<file path="src/rtl/slave_tx_fifo_pkg.sv">
`default_nettype none
// ============================================================================
//  Module      : slave_tx_fifo_pkg
//  Description : Shared defaults and pointer/count types for the SPI slave
//                transmit FIFO.
//  Revision    : 1.0 - initial release
// ============================================================================
package slave_tx_fifo_pkg;

    // Default geometry: 8-bit SPI words, 16 entries.
    localparam int c_DEFAULT_DATA_WIDTH = 8;
    localparam int c_DEFAULT_DEPTH_LOG2 = 4;

    // Pointer indexes one entry; the count carries one extra bit so that a
    // completely full FIFO is distinguishable from an empty one.
    typedef logic [c_DEFAULT_DEPTH_LOG2-1:0] ptr_t;
    typedef logic [c_DEFAULT_DEPTH_LOG2:0]   count_t;

endpackage : slave_tx_fifo_pkg
`default_nettype wire

</file>
<file path="src/rtl/slave_tx_fifo_ram.sv">
`default_nettype none
// ============================================================================
//  Module      : slave_tx_fifo_ram
//  Description : Simple dual-port storage, one write port and one read port
//                with a registered read. The read register holds its value
//                when no read is issued and clears on reset.
//  Revision    : 1.0 - initial release
// ============================================================================
module slave_tx_fifo_ram
    import slave_tx_fifo_pkg::*;
#(
    parameter int DATA_WIDTH = c_DEFAULT_DATA_WIDTH,
    parameter int ADDR_WIDTH = c_DEFAULT_DEPTH_LOG2
) (
    input  logic                  clk,
    input  logic                  rst,
    input  logic                  wr_en,
    input  logic [ADDR_WIDTH-1:0] wr_addr,
    input  logic [DATA_WIDTH-1:0] wr_data,
    input  logic                  rd_en,
    input  logic [ADDR_WIDTH-1:0] rd_addr,
    output logic [DATA_WIDTH-1:0] rd_data
);

    logic [DATA_WIDTH-1:0] r_mem [0:(2**ADDR_WIDTH)-1];
    logic [DATA_WIDTH-1:0] r_rd_data;

    // Write port; contents are intentionally not cleared by reset.
    always_ff @(posedge clk) begin
        if (wr_en) begin
            r_mem[wr_addr] <= wr_data;
        end
    end

    // Registered read; a same-address write in the same cycle returns old data.
    always_ff @(posedge clk) begin
        if (rst) begin
            r_rd_data <= '0;
        end else if (rd_en) begin
            r_rd_data <= r_mem[rd_addr];
        end
    end

    assign rd_data = r_rd_data;

endmodule : slave_tx_fifo_ram
`default_nettype wire

</file>
<file path="src/rtl/slave_tx_fifo.sv">
`default_nettype none
// ============================================================================
//  Module      : slave_tx_fifo
//  Description : Host-to-SPI-slave transmit FIFO. Host pushes words with
//                wr_en; the spi_slave pulls with fifo_req_data and receives
//                the oldest word one cycle later qualified by fifo_din_valid.
//                Optional status (used/overflow/underflow) is enabled by the
//                macro SLAVE_TX_FIFO_STATUS_EN.
//  Revision    : 1.0 - initial release
// ============================================================================
module slave_tx_fifo
    import slave_tx_fifo_pkg::*;
#(
    parameter int DATA_WIDTH = c_DEFAULT_DATA_WIDTH,
    parameter int DEPTH_LOG2 = c_DEFAULT_DEPTH_LOG2
) (
    input  logic                  clk,
    input  logic                  rst,
    input  logic [DATA_WIDTH-1:0] wr_data,
    input  logic                  wr_en,
    output logic                  full,
    input  logic                  fifo_req_data,
    output logic [DATA_WIDTH-1:0] fifo_din,
    output logic                  fifo_din_valid,
    output logic                  fifo_empty,
    output logic [DEPTH_LOG2:0]   used,
    output logic                  overflow,
    output logic                  underflow,
    input  logic                  status_clr
);

    localparam logic [DEPTH_LOG2-1:0] c_PTR_ONE  = 1;
    localparam logic [DEPTH_LOG2:0]   c_CNT_ONE  = 1;
    localparam logic [DEPTH_LOG2:0]   c_CNT_FULL = {1'b1, {DEPTH_LOG2{1'b0}}};

    logic [DEPTH_LOG2-1:0] r_wr_ptr;
    logic [DEPTH_LOG2-1:0] r_rd_ptr;
    logic [DEPTH_LOG2:0]   r_count;
    logic                  r_full;
    logic                  r_empty;
    logic                  r_valid;

    logic                  w_rd_accept;
    logic                  w_wr_accept;
    logic [DEPTH_LOG2:0]   w_count_next;

    // Accept decisions use the registered flags: empty is judged before any
    // same-cycle write, and a read while full frees the slot for a write.
    always_comb begin
        w_rd_accept  = fifo_req_data && !r_empty;
        w_wr_accept  = wr_en && (!r_full || w_rd_accept);
        w_count_next = r_count;
        case ({w_wr_accept, w_rd_accept})
            2'b10:   w_count_next = r_count + c_CNT_ONE;
            2'b01:   w_count_next = r_count - c_CNT_ONE;
            default: w_count_next = r_count;
        endcase
    end

    // Pointers, count, registered flags and the one-cycle read qualifier.
    always_ff @(posedge clk) begin
        if (rst) begin
            r_wr_ptr <= '0;
            r_rd_ptr <= '0;
            r_count  <= '0;
            r_full   <= 1'b0;
            r_empty  <= 1'b1;
            r_valid  <= 1'b0;
        end else begin
            if (w_wr_accept) begin
                r_wr_ptr <= r_wr_ptr + c_PTR_ONE;
            end
            if (w_rd_accept) begin
                r_rd_ptr <= r_rd_ptr + c_PTR_ONE;
            end
            r_count <= w_count_next;
            r_full  <= (w_count_next == c_CNT_FULL);
            r_empty <= (w_count_next == '0);
            r_valid <= w_rd_accept;
        end
    end

    slave_tx_fifo_ram #(
        .DATA_WIDTH (DATA_WIDTH),
        .ADDR_WIDTH (DEPTH_LOG2)
    ) u_ram (
        .clk     (clk),
        .rst     (rst),
        .wr_en   (w_wr_accept),
        .wr_addr (r_wr_ptr),
        .wr_data (wr_data),
        .rd_en   (w_rd_accept),
        .rd_addr (r_rd_ptr),
        .rd_data (fifo_din)
    );

    assign full           = r_full;
    assign fifo_empty     = r_empty;
    assign fifo_din_valid = r_valid;

`ifdef SLAVE_TX_FIFO_STATUS_EN
    logic r_overflow;
    logic r_underflow;

    // Sticky error flags; a clear wins over a same-cycle set.
    always_ff @(posedge clk) begin
        if (rst) begin
            r_overflow  <= 1'b0;
            r_underflow <= 1'b0;
        end else if (status_clr) begin
            r_overflow  <= 1'b0;
            r_underflow <= 1'b0;
        end else begin
            if (wr_en && !w_wr_accept) begin
                r_overflow <= 1'b1;
            end
            if (fifo_req_data && r_empty) begin
                r_underflow <= 1'b1;
            end
        end
    end

    assign used      = r_count;
    assign overflow  = r_overflow;
    assign underflow = r_underflow;
`else
    // Status disabled: outputs are constant and the clear input is ignored.
    logic w_unused_status;
    assign w_unused_status = status_clr;

    assign used      = '0;
    assign overflow  = 1'b0;
    assign underflow = 1'b0;
`endif

endmodule : slave_tx_fifo
`default_nettype wire

</file>
<file path="config.mk">
export PLATFORM = sky130hd
export DESIGN_NAME = slave_tx_fifo
export DESIGN_NICKNAME = d
export VERILOG_FILES = /design/src/rtl/slave_tx_fifo_pkg.sv /design/src/rtl/slave_tx_fifo_ram.sv /design/src/rtl/slave_tx_fifo.sv
export SDC_FILE = /design/constraint.sdc
export NUM_CORES = 1
export LEC_CHECK = 0
export ABC_AREA = 1
export BUFFER_PORTS_ARGS = -buffer_cell sky130_fd_sc_hd__buf_2
export CAP_MARGIN = 15
export CELL_PAD_IN_SITES_DETAIL_PLACEMENT = 1
export CELL_PAD_IN_SITES_GLOBAL_PLACEMENT = 1
export CORE_AREA = 2 2 164 166
export CTS_BUF_LIST = sky130_fd_sc_hd__clkbuf_2
export DETAILED_ROUTE_END_ITERATION = 6
export DIE_AREA = 0 0 166 168
export PLACE_DENSITY_LB_ADDON = 0.15
export SLEW_MARGIN = 40
export SYNTH_ARGS = -nofsm -noshare
export SYNTH_HDL_FRONTEND = slang
export SYNTH_SLANG_ARGS = --single-unit
</file>
<file path="constraint.sdc">
create_clock -name clk -period 4 [get_ports clk]
set_clock_uncertainty 0.05 [all_clocks]
set_input_delay 0.6 -clock clk [delete_from_list [all_inputs] [get_ports clk]]
set_output_delay 0.6 -clock clk [all_outputs]
set_load 0.02 [all_outputs]
</file>
# ---- Word-level counts from Yosys, hierarchy flattened
# Memories as Yosys holds them, arrays and structs flattened. A register that Yosys moved wholly into a read port is not among the register bits.
# Index checks and enable logic that the tools add are counted.
dict set report word_totals {
  ff_bits 16
  n_memories 1
  ramBits 128
  in_bits 13
  output_inout_bits 18
}
dict set report classes {
  mux 3
  n_eq_ne 3
  n_reduce_logical 6
  add_sub_neg 4
}
# memory words width read_ports rd_clocked_by_memory_dff wr line
set mem_list {}
lappend mem_list {u_ram.r_mem 16 8 1 1 1 slave_tx_fifo_ram.sv:25} ;# logic [DATA_WIDTH-1:0] r_mem [0:(2**ADDR_WIDTH)-1];
# operator n
set ops {}
lappend ops {{$pmux W5 S2} 1}
lappend ops {{$add A4 B1 Y4 const B} 2}
lappend ops {{$add A5 B1 Y5 const B} 1}
lappend ops {{$eq A5 B5 Y1 const B} 1}
lappend ops {{$logic_not A5 Y1} 1}
lappend ops {{$sub A5 B1 Y5 const B} 1}
lappend ops {{$eq A2 B1 Y1 const B} 1}
lappend ops {{$eq A2 B2 Y1 const B} 1}
lappend ops {{$logic_and A1 B1 Y1} 2}
lappend ops {{$logic_not A1 Y1} 2}
lappend ops {{$mux W1} 2}
lappend ops {{$logic_or A1 B1 Y1} 1}

# ---- Depth between registers and ports, before layout
# Gate-level depths: netlist of run 1.
dict set report depth {
  ltp_word 7
  depth_mapped 19
  mapped_depth_nobuf 19
}

# ---- Cells and area by module
# From an unflattened synthesis of run 1, not the netlist that was laid out.
dict set report unflattened {
  cells_unflattened 619
  hier_area_um2 6472.5
}
# module seq_area_each_um2 n_inst cells_each area_per_inst_um2
set by_module_without_submodules {}
lappend by_module_without_submodules {slave_tx_fifo_ram 4003.8 1 490 5577.8}
lappend by_module_without_submodules {slave_tx_fifo 320.3 1 129 894.6}

# ---- Worst setup path before layout of run 1
# No wires, ideal clock.
dict set report synth_path {
  path_kind {input -> register}
  startpoint {input port fifo_req_data}
  endpoint {register r_empty, in the netlist fifo_empty}
  path_slack_ns 1.536
  arrival_ns 2.346
  path_buffers 1
  path_stages 13
  setup_ns 0.068
  cell_sequence {inv_1 > nor2_2 > buf_1 > ha_1 > nand2_1 > inv_1 > nor2_1 > ha_1 > o21ai_0 > nand2_1 > nor2_1 > nand3_1 > o21bai_2}
}
dict set report synth_between {
  elab_chain_len 6
}
# element line
set synth_rtl {}
lappend synth_rtl {{start: declaration} slave_tx_fifo.sv:22} ;# input logic fifo_req_data,
lappend synth_rtl {{$logic_and A1 B1 Y1 *} slave_tx_fifo.sv:50} ;# w_rd_accept = fifo_req_data && !r_empty;
lappend synth_rtl {{via u_ram.rd_en} slave_tx_fifo_ram.sv:20} ;# input logic rd_en,
lappend synth_rtl {{$logic_or A1 B1 Y1} slave_tx_fifo.sv:51} ;# w_wr_accept = wr_en && (!r_full || w_rd_accept);
lappend synth_rtl {{$logic_and A1 B1 Y1} slave_tx_fifo.sv:51}
lappend synth_rtl {{$eq A2 B1 Y1 / $eq A2 B2 Y1 (equally long branches)} slave_tx_fifo.sv:53} ;# case ({w_wr_accept, w_rd_accept})
lappend synth_rtl {{$pmux W5 S2 *} slave_tx_fifo.sv:53}
lappend synth_rtl {{$logic_not A5 Y1 *} slave_tx_fifo.sv:78} ;# r_empty <= (w_count_next == '0);
lappend synth_rtl {{end signal: assignment} slave_tx_fifo.sv:78}
lappend synth_rtl {{end: declaration} slave_tx_fifo.sv:40} ;# logic r_empty;
# Mark *: on every way through the listed nets, which the timed path passes. The rest lies on a longest branch.
# A chain may end at the register's enable or synchronous reset.

# ---- Worst setup path in the final report of run 1
dict set report layout_path {
  startpoint {register r_empty, in the netlist fifo_empty}
  endpoint {register r_empty, in the netlist fifo_empty}
}
dict set report layout_between {
  elab_chain_len 7
}
# element line
set layout_rtl {}
lappend layout_rtl {{$logic_not A1 Y1 *} slave_tx_fifo.sv:50}
lappend layout_rtl {{$logic_and A1 B1 Y1 *} slave_tx_fifo.sv:50}
lappend layout_rtl {{$logic_or A1 B1 Y1} slave_tx_fifo.sv:51}
lappend layout_rtl {{$logic_and A1 B1 Y1} slave_tx_fifo.sv:51}
lappend layout_rtl {{$eq A2 B1 Y1 / $eq A2 B2 Y1 (equally long branches)} slave_tx_fifo.sv:53}
lappend layout_rtl {{$pmux W5 S2 *} slave_tx_fifo.sv:53}
lappend layout_rtl {{$logic_not A5 Y1 *} slave_tx_fifo.sv:78}
# Every way passes the cells marked *; elsewhere a longest branch is shown, timed or not.

==> results.md, run 1 <==
- Placer's final routability congestion estimate: 0.728
- Met3 track demand over resource: 2.73%
- Crit. End Element: register
- Initial antenna violation count: 1
- Num CTS Buffers: 17
- Number of failing setup endpoints in the final timing report: 0
- Final slew viol count: 0
- Unrepaired setup endpoints after global routing: false
- Setup WS pre-CTS: 0.967 ns
- Clock tree buffer depth: 2
- Critical path peak fanout: 22
- Most utilized layer in the global route result: met2
- Area of the die: 0.0279 sq mm
- CTS tree: built
- H-Tree Depth: 4
- Share of cells above drive strength 1: 13.0%
- Pwr/cell area: 471 mW/mm^2
- Input/output buffers: 22
- Later-pin clock latency in the skew report: 0.71 ns
- Worst Setup SP: fifo_empty
- Commonest cells in the netlist: nand2_1 (194), edfxtp_1 (128), nand3_1 (115)
- Cell internal power dissipation: 2.34 mW
- Run status: completed
- Peak VDD IR: 191 uV
- Total of cells resized after clock tree synthesis: 0
- DRC: 0
- Setup slack of the most critical reg-to-reg path: 1.38 ns
- Part of the Yosys area used for sequential elements: 67.1%
- Mean instance size in the synthesized netlist: 10.7 sq um
- Worst endpoint required time: 4.59 ns
- Count of boundary I/O pins: 31
- Wirelength per Cell: 17.4 um
- Share of the cycle needed by the critical path after routing: 65.6%
- Setup ws final: 1.38 ns
- Final wirelength: 17.0 mm
- Post-CTS Repair Setup Buffers: 0
- Wire length of the first global-routing pass: 26.5 mm
- Most used DFF post-synth: edfxtp_1
- Number of fill cells in the layout: 2975
- Die Y-Extent: 168 um
- CTS clk-pin slew, worst paths: 0.21 ns
- Clock sink total: 152
- Reported leakage power: 2.66 nW
- Setup TNS: 0 ns
- Remaining antenna violation count after routing: 0
- Worst-case headroom to the max-slew limit: 45.3%
- Initial core utilization: 24.5%
- Number of warnings reported in the yosys synthesis log: 0
- Post-synth EDFFs: 128
- Main area contributors after synthesis: edfxtp_1 (60%), nand2_1 (11%), nand3_1 (8.9%), dfxtp_1 (7.5%), buf_6 (2.1%)
- Part of the total power dissipated in combinational logic: 17.3%
- Top-count cell post-synth: nand2_1
- Asr flop ratio synth: 0%
- Count of endpoints failing hold in the final timing report: 0
- Clock power frac: 29.0%
- Launch instance of the worst register-to-register path: fifo_empty
- Net count of the finished layout: 643
- Post-synthesis cell area: 0.00644 sq mm
- Flops & latches, synth: 152
- Measured slew at the worst slew-check pin: 0.817 ns
- Sequential cell area: 0.00433 sq mm
- Net switching power: 1.00 mW
- Highest clock rate: 381 MHz
- Share of power burned in registers: 53.7%
- Area share of the largest cell type after synthesis: 59.7%
- Max cap viols: 0
- Critical path startpoint category: register
- Overall power consumption: 3.35 mW
- Placeable Area: 0.0264 sq mm
- Share of total power consumed by net switching: 30.0%
- Average vias per placed instance: 4.39
- Clock root buffer master: clkbuf_2
- Worst Path Arrival: 3.22 ns
- Overall overflow remaining after global route: 0
- Total half-perimeter wirelength after legalization and detailed placement: 10.6 mm
- Cell type with the largest total area after synthesis: edfxtp_1
- Area occupied by multi-input gates: 0.00177 sq mm
- Area added between synthesis and finish: 10.3%
- Overall routing resource usage: 12.7%
- Pin count of the biggest net entering global routing: 67
- Origin of the worst min-delay path: rst
- Detailed-routing iteration count for the pre-antenna-repair pass: 4
- Number of violations reported at the end of detailed-routing iteration 0: 218
- Die Width: 166 um
- Post-route minimum period: 2.62 ns
- Critical setup path kind: register to register
- Vias in the first global route: 4531
- Global routing usage on met1: 15.7%
- Hold-fix buffers at CTS: 0
- Met2 Usage GRT: 21.8%
- Cell count after synthesis: 601
- FP Rows: 60
- Worst hold path type: input pin to register
- Count of vias placed by the detailed router: 4280
- Synth cell types: 26
-- cell families after synthesis --
family | share of synthesized area (%)
and+or+nand+nor | 22.7
adders and majority gates | 1.55
xor gates and xnor gates | 0.136
AOI/OAI and AO/OA | 2.35
other | 0.0582
DFF | 67.1
buffers and inverters | 6.14
-- critical path, cell delays in order, from the launching register on --
cell and delay (ns):
dfxtp_1 0.36, nor2_2 0.09, buf_4 0.27, inv_2 0.10, nand2_1 0.08, nand2_2 0.11
ha_1 0.28, nand2_1 0.11, inv_1 0.05, nor2_1 0.14, ha_1 0.25, o21ai_0 0.21
nand2_1 0.09, nor2_1 0.12, nand3_1 0.14, o21bai_2 0.12
-- registers in the layout (all words and copies together), names as in the netlist --
name            cells
full                1
u_ram.r_mem       128
u_ram.rd_data       8
r_rd_ptr            4
r_wr_ptr            4
fifo_empty          1
r_count             5
fifo_din_valid      1
-- worst paths after layout --
path | to | depth (start not counted)
worst max-delay path | fifo_empty | 15
worst min-delay path | r_count[3] | 2
worst max register to register | fifo_empty | 15
worst min register to register | u_ram.rd_data[7] | 2
-- power groups by stage --
stage	registers (mW)	logic, mW	clock network [mW]
final	1.80	0.578	0.969
after global placement	1.83	0.582	0
after floorplan	1.85	0.408	0
after global routing	1.81	0.665	1.07
after detailed placement	1.83	0.595	0
after CTS	1.80	0.597	1.01
-- per-layer routing --
| metal | vias up | routed length, um |
|---|---|---|
| met5 | - | 0 |
| met4 | 0 | 348 |
| met3 | 18 | 536 |
| met2 | 57 | 8480 |
| met1 | 2130 | 7620 |
| li1 | 2075 | - |
-- cell usage in the layout (no fill, tap or decap), types with 8 or more instances in the layout --
cell type,count
nand2_1,194
inv_1,25
nor2_2,11
clkbuf_2,19
nor2_1,19
nand3_1,115
o211ai_1,8
ha_1,8
edfxtp_1,128
buf_2,22
buf_4,10
dfxtp_1,23
-- layout make-up --
class	instances	share of cell area, %
well taps	341	6.01
repair buffers	32	2.61
clock inverters	11	2.47
flip-flops and latches	152	60.9
diodes	1	0.0352
multi-input cells	386	24.9
inverters	33	1.80
clock buffers	19	1.34
-- per-stage QoR --
step                cells  instance area [sq um]  util [%]  hold WS [ns]
floorplan             607                   6470         -         0.422
global placement      944                   6810      25.8         0.437
detailed placement    944                   6820      25.9         0.434
CTS                   974                   7090      26.9        0.0283
global route          975                   7100      27.0        0.0321
finish                975                   7100      27.0         0.119
Power figures use the tool's default switching activity.
==> run 2, diff against run 1 <==
clock period = 2.7 ns   (was 4 ns; I/O delays follow)
==> run 2 against run 1 <==
Non-clock buffer count increased by 24. Core utilization grew 0.49 points. Clock-buffer cell count fell by 2. Power up 42%. Global-route usage hardly changed.
==> results.md, run 2 (synthesis results as in run 1) <==
- Launch instance of the worst register-to-register path: fifo_empty (unchanged)
- Clock sink total: 152 (unchanged)
- Most common library cell in the layout ignoring fill and taps: nand2_1 (unchanged)
- Share of the cycle needed by the critical path after routing: 86.3% (was 65.6%)
- Placer's final routability congestion estimate: 0.722 (was 0.728)
- Top library cells by usage in the layout, fill and taps aside: nand2_1 (194), edfxtp_1 (128), nand3_1 (115) (unchanged)
- Net count of the finished layout: 667 (was 643)
- Met2 layer wire length in the routed design: 8.63 mm (was 8.48 mm)
- Highest clock rate: 429 MHz (was 381 MHz)
- Num CTS Buffers: 17 (unchanged)
- Max cap viols: 0 (unchanged)
- Input/output buffers: 22 (unchanged)
- Clock root buffer master: clkbuf_2 (unchanged)
- Setup slack of the most critical reg-to-reg path: 0.37 ns (was 1.38 ns)
- Buf+Inv Stages, Crit Path: 2 (was 3)
- Area post-placement: 0.00691 sq mm (was 0.00682 sq mm)
- Measured slew at the worst slew-check pin: 0.767 ns (was 0.817 ns)
- Worst Reg-to-Reg Cells: 14 (was 15)
- Total half-perimeter wirelength after legalization and detailed placement: 11.0 mm (was 10.6 mm)
- Worst hold path type: input pin to register (unchanged)
- Critical setup path kind: register to register (unchanged)
- Area added between synthesis and finish: 12.3% (was 10.3%)
- Vias in the first global route: 4550 (was 4531)
- DRC: 0 (unchanged)
- CTS clk-pin slew, worst paths: 0.22 ns (was 0.21 ns)
- Unrepaired setup endpoints after global routing: false (unchanged)
- Pin count of the biggest net entering global routing: 46 (was 67)
- Die Width: 166 um (unchanged)
- Remaining antenna violation count after routing: 0 (unchanged)
- Number of violations reported at the end of detailed-routing iteration 0: 211 (was 218)
- Share of cells above drive strength 1: 13.4% (was 13.0%)
- Clock power frac: 25.2% (was 29.0%)
- Post-CTS Repair Setup Buffers: 0 (unchanged)
- Cell repeated most along the worst path: nand2_1 (unchanged)
- Final cell area excluding filler cells: 0.00723 sq mm (was 0.00710 sq mm)
- Top Family by Delay on Critical Path: simple AND/OR/NAND/NOR gates (unchanged)
- Wirelength per Cell: 17.1 um (was 17.4 um)
- Worst-case headroom to the max-slew limit: 48.8% (was 45.3%)
- Critical path startpoint category: register (unchanged)
- Run status: completed (unchanged)
- Placeable Area: 0.0264 sq mm (unchanged)
- Biggest register: u_ram.r_mem (unchanged)
- Peak VDD IR: 241 uV (was 191 uV)
- Net switching power: 1.53 mW (was 1.00 mW)
- CTS tree: built (unchanged)
- Part of the total power dissipated in combinational logic: 18.6% (was 17.3%)
- Share of total power consumed by net switching: 32.3% (was 30.0%)
- Setup TNS: 0 ns (unchanged)
- WL met3: 372 um (was 536 um)
- Count of vias placed by the detailed router: 4402 (was 4280)
- Number of failing setup endpoints in the final timing report: 0 (unchanged)
- Clock tree buffer depth: 2 (unchanged)
- Origin of the worst min-delay path: rst (unchanged)
- Routed length on met1: 7.86 mm (was 7.62 mm)
- Critical-path cell with the highest stage delay: dfxtp_1 (unchanged)
- Initial core utilization: 24.5% (unchanged)
- Flip-flop count of the largest register after layout: 128 (unchanged)
- Crit. End Element: register (unchanged)
- Final slew viol count: 0 (unchanged)
- Worst endpoint required time: 3.33 ns (was 4.59 ns)
- Average vias per placed instance: 4.40 (was 4.39)
- Final wirelength: 17.1 mm (was 17.0 mm)
- Reported leakage power: 2.74 nW (was 2.66 nW)
- Count of boundary I/O pins: 31 (unchanged)
- Overall routing resource usage: 12.6% (was 12.7%)
- Pwr/cell area: 655 mW/mm^2 (was 471 mW/mm^2)
- Worst hold path cell count: 3 (was 2)
- Detailed-routing iteration count for the pre-antenna-repair pass: 4 (unchanged)
- Post-route minimum period: 2.33 ns (was 2.62 ns)
- Area of the die: 0.0279 sq mm (unchanged)
- FP Rows: 60 (unchanged)
- Hold path endpoint: r_count[2] (was r_count[3])
- Critical Path Max Stage Delay: 0.36 ns (about the same)
- Overall overflow remaining after global route: 0 (unchanged)
- End of the worst register-to-register path: fifo_empty (unchanged)
- Wire length of the first global-routing pass: 26.5 mm (unchanged)
- Later-pin clock latency in the skew report: 0.74 ns (was 0.71 ns)
- Count of endpoints failing hold in the final timing report: 0 (unchanged)
- Cell internal power dissipation: 3.21 mW (was 2.34 mW)
- Share of power burned in registers: 56.2% (was 53.7%)
- Initial antenna violation count: 1 (unchanged)
- Die Y-Extent: 168 um (unchanged)
- Critical path peak fanout: 6 (was 22)
- Worst Path Arrival: 2.96 ns (was 3.22 ns)
- H-Tree Depth: 4 (unchanged)
- Critical path cell sequence: nor2_2, inv_2, nand2_1, nand2_2, ha_2, nand2_1, inv_1, nor2_1, ha_1, o21ai_1, nand2_1, nor2_1, nand3_1, o21bai_2 (was nor2_2, buf_4, inv_2, nand2_1, nand2_2, ha_1, nand2_1, inv_1, nor2_1, ha_1, o21ai_0, nand2_1, nor2_1, nand3_1, o21bai_2)
- Highest signal layer in the routed design: met4 (unchanged)
## run 2: cell count changes in the layout (fill, tap and decap cells not counted), moves of 2 or more
cell | previous run | this run
nor2_1 | 19 | 27
bufinv_16 | 4 | 1
dlygate4sd3_1 | 0 | 11
clkinv_1 | 2 | 4
buf_4 | 10 | 23
inv_2 | 5 | 7
clkbuf_2 | 19 | 17
nor2_2 | 11 | 3
## run 2: power groups by stage
stage | Combinational (mW) | Sequential [mW] | Clock [mW]
after floorplan | 0.605 | 2.74 | 0
after global placement | 0.880 | 2.71 | 0
after detailed placement | 0.896 | 2.72 | 0
final | 0.882 | 2.66 | 1.19
after global routing | 1.01 | 2.68 | 1.32
after CTS | 0.911 | 2.67 | 1.25
## run 2: worst max path at each step
stage	from	endpoint	slack, ns	cells after the start
after floorplan	fifo_req_data	fifo_empty	0.43	13
after global routing	fifo_empty	fifo_empty	0.04	17
after detailed placement	fifo_req_data	full	0.06	16
after global placement	fifo_req_data	fifo_empty	0.18	16
final	fifo_empty	fifo_empty	0.37	14
after CTS	fifo_empty	full	0.21	14
## run 2: final cells by class
| type | count | area (sq um) |
|---|---|---|
| Fill cell | 2975 | 19100 |
| Sequential cell | 152 | 4330 |
| Multi-Input combinational cell | 386 | 1750 |
| Tap cell | 341 | 427 |
| Timing Repair Buffer | 56 | 393 |
| Clock inverter | 15 | 128 |
| Inverter | 33 | 124 |
| Clock buffer | 17 | 85.1 |
| Antenna cell | 1 | 2.50 |
## run 2: per-layer routing
layer / global-route usage, % / vias to the layer above
met1: 15.6 / 2206
met2: 22.2 / 54
met4: 4.35 / 0
li1: - / 2123
met5: 0 / -
met3: 2.30 / 19
## run 2: worst register-to-register path, delay by kind of cell (launching register included)
family,cells,cell delay [ns]
DFF,1,0.36
AOI/OAI and AO/OA,2,0.30
adders and majority gates,2,0.50
and+or+nand+nor,8,0.94
buffers and inverters,2,0.13
## run 2: repair_timing
item	CTS	global route
resized for setup	0	2
hold endpoints to repair	139	0
setup endpoints to repair	0	2
hold buffers	11	0
## run 2: metrics by stage
stage	cells	util (%)	setup slack [ns]	hold WS [ns]	power (mW)
3_5_place_dp	957	26.2	0.0583	0.438	3.61
3_3_place_gp	957	26.2	0.182	0.437	3.59
4_1_cts	1000	27.4	0.208	0.370	4.83
5_1_grt	1001	27.5	0.0396	0.392	5.00
2_1_floorplan	607	-	0.431	0.422	3.35
6_report	1001	27.5	0.369	0.430	4.74
